### src/rtl/punc_controller.sv
// punc_controller: multi-cycle fetch/decode/execute sequencer for the PUnC
// LC3 datapath. Every datapath strobe and select is a combinational decode
// of the current state and the instruction register contents. The block also
// reports halt status and counts retired instructions.
module punc_controller #(
  parameter int CNT_W = 16
) (
  input  logic             clk,
  input  logic             rst,
  input  logic [15:0]      ir,
  input  logic             nzp_true,
  output logic             pc_ld,
  output logic             pc_clr,
  output logic             pc_inc,
  output logic [1:0]       pc_sel,
  output logic             ir_ld,
  output logic             ir_clr,
  output logic             mem_rd,
  output logic             mem_wr,
  output logic [1:0]       mem_r_addr_sel,
  output logic [1:0]       mem_w_addr_sel,
  output logic [1:0]       rf_w_data_sel,
  output logic             rf_w_addr_sel,
  output logic             rf_w_wr,
  output logic             rf_rp_addr_sel,
  output logic             rf_rp_rd,
  output logic             rf_rq_rd,
  output logic             temp_ld,
  output logic             nzp_ld,
  output logic             nzp_clr,
  output logic [1:0]       alu_sel,
  output logic             alu_first_val_sel,
  output logic             halted,
  output logic [CNT_W-1:0] instr_cnt
);

  typedef enum logic [2:0] {
    S_INIT, S_FETCH, S_DECODE, S_EXEC, S_EXEC2, S_HALT
  } state_t;

  localparam logic [3:0] OP_BR   = 4'b0000;
  localparam logic [3:0] OP_ADD  = 4'b0001;
  localparam logic [3:0] OP_LD   = 4'b0010;
  localparam logic [3:0] OP_ST   = 4'b0011;
  localparam logic [3:0] OP_JSR  = 4'b0100;
  localparam logic [3:0] OP_AND  = 4'b0101;
  localparam logic [3:0] OP_LDR  = 4'b0110;
  localparam logic [3:0] OP_STR  = 4'b0111;
  localparam logic [3:0] OP_NOT  = 4'b1001;
  localparam logic [3:0] OP_LDI  = 4'b1010;
  localparam logic [3:0] OP_STI  = 4'b1011;
  localparam logic [3:0] OP_JMP  = 4'b1100;
  localparam logic [3:0] OP_LEA  = 4'b1110;
  localparam logic [3:0] OP_TRAP = 4'b1111;

  state_t     state;
  logic [3:0] opcode;
  logic       two_cycle;
  logic       unused_ir;

  assign opcode    = ir[15:12];
  assign two_cycle = (opcode == OP_LDI) || (opcode == OP_STI);
  // Register fields are steered by the datapath; only the opcode and a few
  // mode bits matter to the sequencer.
  assign unused_ir = ^{ir[10:6], ir[4:0]};

  // State sequencing and retired-instruction counting.
  // NOTE: sequential state uses non-blocking assignments so every register
  // samples the pre-edge values, independent of statement order.
  always_ff @(posedge clk or negedge rst) begin
    if (!rst) begin
      state     <= S_INIT;
      instr_cnt <= '0;
    end else begin
      case (state)
        S_INIT:   state <= S_FETCH;
        S_FETCH:  state <= S_DECODE;
        S_DECODE: begin
          if (opcode == OP_TRAP) begin
            state     <= S_HALT;
            instr_cnt <= instr_cnt + CNT_W'(1);
          end else begin
            state <= S_EXEC;
          end
        end
        S_EXEC: begin
          if (two_cycle) begin
            state <= S_EXEC2;
          end else begin
            state     <= S_FETCH;
            instr_cnt <= instr_cnt + CNT_W'(1);
          end
        end
        S_EXEC2: begin
          state     <= S_FETCH;
          instr_cnt <= instr_cnt + CNT_W'(1);
        end
        S_HALT:   state <= S_HALT;
        default:  state <= S_INIT;
      endcase
    end
  end

  // Datapath control decode from state and opcode.
  always_comb begin
    // NOTE: every output gets a default first so no path through the case
    // statements can leave a value held, which would infer a latch.
    pc_ld             = 1'b0;
    pc_clr            = 1'b0;
    pc_inc            = 1'b0;
    pc_sel            = 2'd0;
    ir_ld             = 1'b0;
    ir_clr            = 1'b0;
    mem_rd            = 1'b0;
    mem_wr            = 1'b0;
    mem_r_addr_sel    = 2'd0;
    mem_w_addr_sel    = 2'd0;
    rf_w_data_sel     = 2'd0;
    rf_w_addr_sel     = 1'b0;
    rf_w_wr           = 1'b0;
    rf_rp_addr_sel    = 1'b0;
    rf_rp_rd          = 1'b0;
    rf_rq_rd          = 1'b0;
    temp_ld           = 1'b0;
    nzp_ld            = 1'b0;
    nzp_clr           = 1'b0;
    alu_sel           = 2'd0;
    alu_first_val_sel = 1'b0;
    halted            = 1'b0;

    case (state)
      S_INIT: begin
        pc_clr  = 1'b1;
        ir_clr  = 1'b1;
        nzp_clr = 1'b1;
      end
      S_FETCH: begin
        mem_rd = 1'b1;
        ir_ld  = 1'b1;
        pc_inc = 1'b1;
      end
      S_EXEC: begin
        case (opcode)
          OP_ADD, OP_AND: begin
            rf_rp_rd          = 1'b1;
            rf_rq_rd          = 1'b1;
            alu_sel           = (opcode == OP_AND) ? 2'd1 : 2'd0;
            alu_first_val_sel = ir[5];
            rf_w_wr           = 1'b1;
            nzp_ld            = 1'b1;
          end
          OP_NOT: begin
            rf_rp_rd = 1'b1;
            alu_sel  = 2'd2;
            rf_w_wr  = 1'b1;
            nzp_ld   = 1'b1;
          end
          OP_BR: pc_ld = nzp_true;
          OP_JMP: begin
            rf_rp_rd = 1'b1;
            pc_sel   = 2'd2;
            pc_ld    = 1'b1;
          end
          OP_JSR: begin
            // R7 captures the current PC on the same edge the PC jumps, so
            // JSRR R7 still targets the old R7 value.
            rf_w_wr       = 1'b1;
            rf_w_addr_sel = 1'b1;
            rf_w_data_sel = 2'd3;
            pc_ld         = 1'b1;
            pc_sel        = ir[11] ? 2'd1 : 2'd2;
            rf_rp_rd      = ~ir[11];
          end
          OP_LD: begin
            mem_rd         = 1'b1;
            mem_r_addr_sel = 2'd1;
            rf_w_wr        = 1'b1;
            rf_w_data_sel  = 2'd1;
            nzp_ld         = 1'b1;
          end
          OP_LDR: begin
            mem_rd         = 1'b1;
            mem_r_addr_sel = 2'd2;
            rf_rp_rd       = 1'b1;
            rf_w_wr        = 1'b1;
            rf_w_data_sel  = 2'd1;
            nzp_ld         = 1'b1;
          end
          OP_LEA: begin
            rf_w_wr       = 1'b1;
            rf_w_data_sel = 2'd2;
          end
          OP_ST: begin
            rf_rp_addr_sel = 1'b1;
            rf_rp_rd       = 1'b1;
            mem_wr         = 1'b1;
            mem_w_addr_sel = 2'd0;
          end
          OP_STR: begin
            // Single port carries both base and data: the stored value is
            // the base register itself, addressed at base + sext6.
            rf_rp_addr_sel = 1'b0;
            rf_rp_rd       = 1'b1;
            mem_wr         = 1'b1;
            mem_w_addr_sel = 2'd1;
          end
          OP_LDI, OP_STI: begin
            mem_rd         = 1'b1;
            mem_r_addr_sel = 2'd1;
            temp_ld        = 1'b1;
          end
          default: ;
        endcase
      end
      S_EXEC2: begin
        if (opcode == OP_LDI) begin
          mem_rd         = 1'b1;
          mem_r_addr_sel = 2'd3;
          rf_w_wr        = 1'b1;
          rf_w_data_sel  = 2'd1;
          nzp_ld         = 1'b1;
        end else begin
          rf_rp_addr_sel = 1'b1;
          rf_rp_rd       = 1'b1;
          mem_wr         = 1'b1;
          mem_w_addr_sel = 2'd2;
        end
      end
      S_HALT: halted = 1'b1;
      default: ;
    endcase
  end

endmodule

### config.mk
export PLATFORM = sky130hd
export DESIGN_NAME = punc_controller
export DESIGN_NICKNAME = d
export VERILOG_FILES = /design/src/rtl/punc_controller.sv
export SDC_FILE = /design/constraint.sdc
export NUM_CORES = 1
export LEC_CHECK = 0
export ABC_AREA = 1
export CAP_MARGIN = 25
export CORE_UTILIZATION = 46
export CTS_CLUSTER_DIAMETER = 60
export CTS_CLUSTER_SIZE = 16
export DETAILED_ROUTE_END_ITERATION = 10
export GPL_TIMING_DRIVEN = 0
export PLACE_DENSITY = 0.9
export SLEW_MARGIN = 10
export SYNTH_ARGS = -nofsm -noshare
export SYNTH_HDL_FRONTEND = slang
export SYNTH_SLANG_ARGS = --single-unit
### constraint.sdc
create_clock -name clk -period 2.22 [get_ports clk]
set_input_delay 0.222 -clock clk [delete_from_list [all_inputs] [get_ports clk]]
set_output_delay 0.222 -clock clk [all_outputs]
set_load 0.03 [all_outputs]
Word-level counts from Yosys, hierarchy flattened
Cells that the tools add are included.
- add/sub/neg operators: 1
- equal/unequal tests: 20
- multiplexer cells: 48
- bitwise gates (word level): 1
- reduce and logical (&&, ||, !) cells: 16
- operator list (cell ; number):
    $pmux W16 S3 ; 1
    $mux W16 ; 2
    $eq A4 B4 Y1 const B ; 6
    $pmux W2 S2 ; 6
    $mux W1 ; 22
    $add A16 B1 Y16 const B ; 1
    $eq A4 B3 Y1 const B ; 4
    $pmux W3 S5 ; 1
    $pmux W1 S2 ; 7
    $reduce_or A7 Y1 ; 2
    $reduce_or A2 Y1 ; 6
    $mux W2 ; 5
    $eq A4 B2 Y1 const B ; 2
    $eq A3 B2 Y1 const B ; 2
    $eq A3 B3 Y1 const B ; 2
    $mux W3 ; 2
    $pmux W2 S3 ; 1
    $reduce_or A5 Y1 ; 1
    $eq A4 B1 Y1 const B ; 1
    $logic_not A4 Y1 ; 1
    $ne A2 B2 Y1 const B ; 2
    $reduce_or A4 Y1 ; 1
    $eq A3 B1 Y1 const B ; 1
    $logic_not A3 Y1 ; 1
    6 further kinds ; 6
- register bits after elaboration: 19
- input port bits: 19
- output and inout bits: 43
- logic and storage cells: 88

Logic depth before layout (Yosys ltp)
- depth in word-level cells: 4
- mapped depth: 10
- mapped depth without buffers: 8

Worst setup path after synthesis
No wires, ideal clock.
- kind: reg2out
- start: reg state[2]
- end: out alu_sel[1]
- data arrival time: 1.705 ns
- data required time: 1.998 ns
- path slack: 0.293 ns
- cell stages (with the launch flop): 6
- path buffers: 0
- cells stage by stage: dfrtp_1 inv_1 nand2_4 nor2_8 inv_2 nor4_1
- word-level cells in the longest chain between the ends: 2
- ends and longest elaborated chain (element ; RTL line ; RTL):
    start, declared ; 56 ; state_t state;
    start signal, assigned ; 72 ; state <= S_INIT;
    start signal, assigned ; 76 ; S_INIT: state <= S_FETCH;
    start signal, assigned ; 77 ; S_FETCH: state <= S_DECODE;
    $eq A3 B2 Y1 ; 131 ; case (state)
    $mux W2 ; 131 ;
    end, declared ; 31 ; output logic [1:0] alu_sel,
No other way between the ends.

Worst setup path after layout
- start: reg state[2]
- end: out temp_ld
- word-level cells in the longest chain between the ends: 2
- ends and longest elaborated chain (element ; RTL line ; RTL):
    $eq A3 B2 Y1 ; 131 ;
    $mux W1 ; 131 ;
    end, declared ; 28 ; output logic temp_ld,
No other way between the ends.

==> impl_metrics.py <==
metrics = {
    "run_status": {
        "status": "complete, no violations",
    },
    "yosys": {
        "yosysTopAreaCell": "dfrtp_1",
        "yosys-mux-area-fraction_pct": 0,
        "synthTopCellsByArea": "dfrtp_1 32%, nand2_1 19%, inv_1 7.5%",
        "synthFlopType": "dfrtp_1",
        "synthesis.nets": 243,
        "async_reset_ff_share_pct": 100,
        "synth_common_cells": "74 x nand2_1, 30 x inv_1, 23 x nor2_1",
        "ys_seq_area_share_pct": 31.7,
        "ys_ff_latch": 19,
        "syn-cell-area_um2": 1500,
        "synth_xor_area_share_pct": 5.26,
        "syn_area_per_cell_um2": 6.72,
        "syn_inst": 223,
        "synthAdderAreaFrac_pct": 0.835,
        "synth_top_family_by_area": "simple AND/OR/NAND/NOR gates",
        "ys_types": 33,
        "yosys.cell_count.top_type": "nand2_1",
        "ys_warn_count": 0,
        "synth-edff-count": 0,
        "synth_top_area_share_pct": 31.7,
        "synth_compound_area_share_pct": 7.44,
        "post_synth_and_or_nand_nor_area_fraction_pct": 41.6,
    },
    "final_layout": {
        "multiInputGateArea_um2": 831,
        "antenna_cells": 0,
        "final_cell_area_um2": 2040,
        "regArea_um2": 475,
        "final_nets": 297,
        "syn2layout_area_growth_pct": 36.3,
        "fill_cells": 272,
        "drive_gt1_share_pct": 11.6,
    },
    "global_route": {
        "grt-ovfl-total": 0,
        "antenna_found_initial": 0,
        "grt_pass1_wl_um": 5780,
        "grt_pass1_vias": 1325,
        "grt_max_degree": 20,
        "track_usage_pct": 21.3,
    },
    "clocking": {
        "clk_pin_slew_ns": 0.12,
        "cts.sinks": 19,
        "cts_buffers": 3,
        "h-tree-depth": 1,
        "clockRootBuffer": "clkbuf_4",
        "clk_latency_ns": 0.31,
        "clock_path_buffers": 2,
        "cts_tree": "built",
    },
    "detailed_routing": {
        "viasPerCell": 4.82,
        "route.detailed.drc": 0,
        "antenna_left": 0,
        "drt_iter0_drc": 73,
        "num_vias": 1543,
        "wire_per_inst_um": 11.1,
        "dr.pass1.iters": 4,
        "drt-total-wl_um": 3560,
    },
    "power": {
        "power.density_nw_per_um2": 1030,
        "finalPower_mw": 2.11,
        "total_leakage_power_nw": 1.09,
        "ir_worst_vdd_mv": 0.499,
    },
    "setup_path": {
        "critPathTopFamily": "buffers and inverters",
        "cp.required_ns": 2.00,
        "crit_fanout": 8,
        "cp_cell_sequence": "inv_1 -> nand2_4 -> nor2_8 -> nand2_4 -> inv_1 -> clkdlybuf4s50_1",
        "cp_num_cells": 6,
        "critPathCaptureType": "output pin",
        "crit_arrival_ns": 1.94,
        "critical_path.max_stage_delay_ns": 0.66,
        "startpoint_type": "flop",
        "worstSetupPathType": "flop to output pin",
        "path_buf_inv": 3,
        "r2r_cells": 9,
        "slowest_stage": "clkdlybuf4s50_1",
    },
    "sta": {
        "fmax_ghz": 0.462,
        "rsz0062_at_grt": "true",
        "clock-skew-final_ns": 0.0109,
        "slew_headroom_pct": 44.3,
        "hold_viol": 0,
        "setup_viol": 0,
        "tightest_slew_ns": 0.833,
        "hold_slack_ns": 0.219,
        "final.period_utilization_pct": 97.5,
        "setup_slack_ns": 0.0564,
        "slew_violations": 0,
        "period_minus_slack_ns": 2.16,
    },
    "die": {
        "die_x_um": 59.1,
        "initial_core_util_pct": 48.7,
        "core_um2": 3080,
        "rows": 20,
        "dieArea_um2": 3490,
        "dieHeight_um": 59.1,
        "io_pins": 62,
    },
    "worst_hold_path": {
        "whs_path_depth": 3,
        "hp-class": "input port to flop",
    },
    "placement": {
        "place_ws_ns": -0.203,
        "post-dp-hpwl_um": 2750,
        "port_buffers": 49,
        "finalWeightedCongestion": 0.888,
        "placedInstanceArea_um2": 2040,
    },
    "job": {
        "drv_cap": 0,
    },
}
[per-layer routing]
layer | up-vias | global-route usage, % | wire length (um)
li1 | 811 | - | -
met1 | 682 | 30.2 | 1760
met2 | 50 | 32.8 | 1640
met3 | 0 | 5.24 | 163
met4 | 0 | 4.42 | 0
met5 | - | 0 | 0
[metrics by stage]
stage / setup TNS [ns] / utilization, % / instances
CTS: 0 / 66.6 / 320
global route: -0.0343 / 66.3 / 320
detailed placement: -1.21 / 66.4 / 316
finish: 0 / 66.3 / 320
floorplan: 0 / - / 223
global placement: -0.879 / 66.4 / 316
[repair_timing]
| item | 4_1_cts | 5_1_grt |
|---|---|---|
| endpoints found under the setup margin | 18 | 14 |
| gates resized for setup | 18 | 21 |
| pin swaps | 0 | 0 |
| hold buffers | 0 | 0 |
| buffers inserted | 0 | 0 |
| cloned | 0 | 0 |
[registers in the layout, indices dropped and copies added (netlist names)]
register,cells
state,3
instr_cnt,16
[cell families (layout without fill, tap and decap cells)]
| logic type | after synthesis | count (layout) |
|---|---|---|
| AND/OR/NAND/NOR | 136 | 136 |
| buffers and inverters | 40 | 93 |
| flip-flops | 19 | 19 |
| AO/OA/AOI/OAI | 18 | 18 |
| XOR/XNOR | 9 | 9 |
| adder cells (fa/ha/maj) | 1 | 1 |
[path summary, 6_finish.rpt]
check                                               start                        end  slack (ns)
worst max-delay path                   state[2]$_DFF_PN0_                    temp_ld        0.06
worst min-delay path                               ir[14]         state[2]$_DFF_PN0_        0.22
worst max register to register         state[2]$_DFF_PN0_  instr_cnt[13]$_DFFE_PN0P_        0.72
worst min register to register  instr_cnt[15]$_DFFE_PN0P_  instr_cnt[15]$_DFFE_PN0P_        0.54
max in group asynchronous                             rst  instr_cnt[15]$_DFFE_PN0P_        1.32
min in group asynchronous                             rst         state[0]$_DFF_PN0_        0.38
[layout by cell type (no fill, tap or decap), drive strengths merged]
master,synthesis,routed
o21ai,11,11
clkdlybuf4s15,0,1
dlymetal6s2s,0,5
inv,33,33
nand3,17,17
o211ai,1,1
ha,1,1
buf,6,6
nand4,10,10
nor3,5,5
dfrtp,19,19
a211oi,1,1
clkinv,0,1
xor2,4,4
o31ai,1,1
nor3b,1,1
clkdlybuf4s50,0,27
nor4,1,1
dlygate4sd2,0,9
clkbuf,1,11
nor2,25,25
a21oi,3,3
xnor2,5,5
o21a,1,1
nand2,77,77
[report_power, final]
part           total, mW  switching (mW)  internal [mW]
registers          0.549           0.115          0.434
clock network      0.181           0.114         0.0673
logic               1.38           0.854          0.524
[worst reg2reg max path, stage by stage, from the launching register on]
cell and delay (ns):
dfrtp_1 0.44, inv_1 0.13, nand2_4 0.09, nor2_8 0.16, nand2_4 0.10, nand3_4 0.14
inv_6 0.06, buf_8 0.15, nand2_1 0.07, nand2_1 0.05
[cell type report]
class | count | area share (%)
plain buffers | 7 | 3.19
flip-flops and latches | 19 | 23.3
clock inverters | 1 | 0.245
multi-input cells | 164 | 40.7
well taps | 44 | 2.70
inverters | 33 | 6.43
repair buffers | 49 | 22.4
clock buffers | 3 | 1.10
Note: power is estimated with default switching activity, not from simulation.
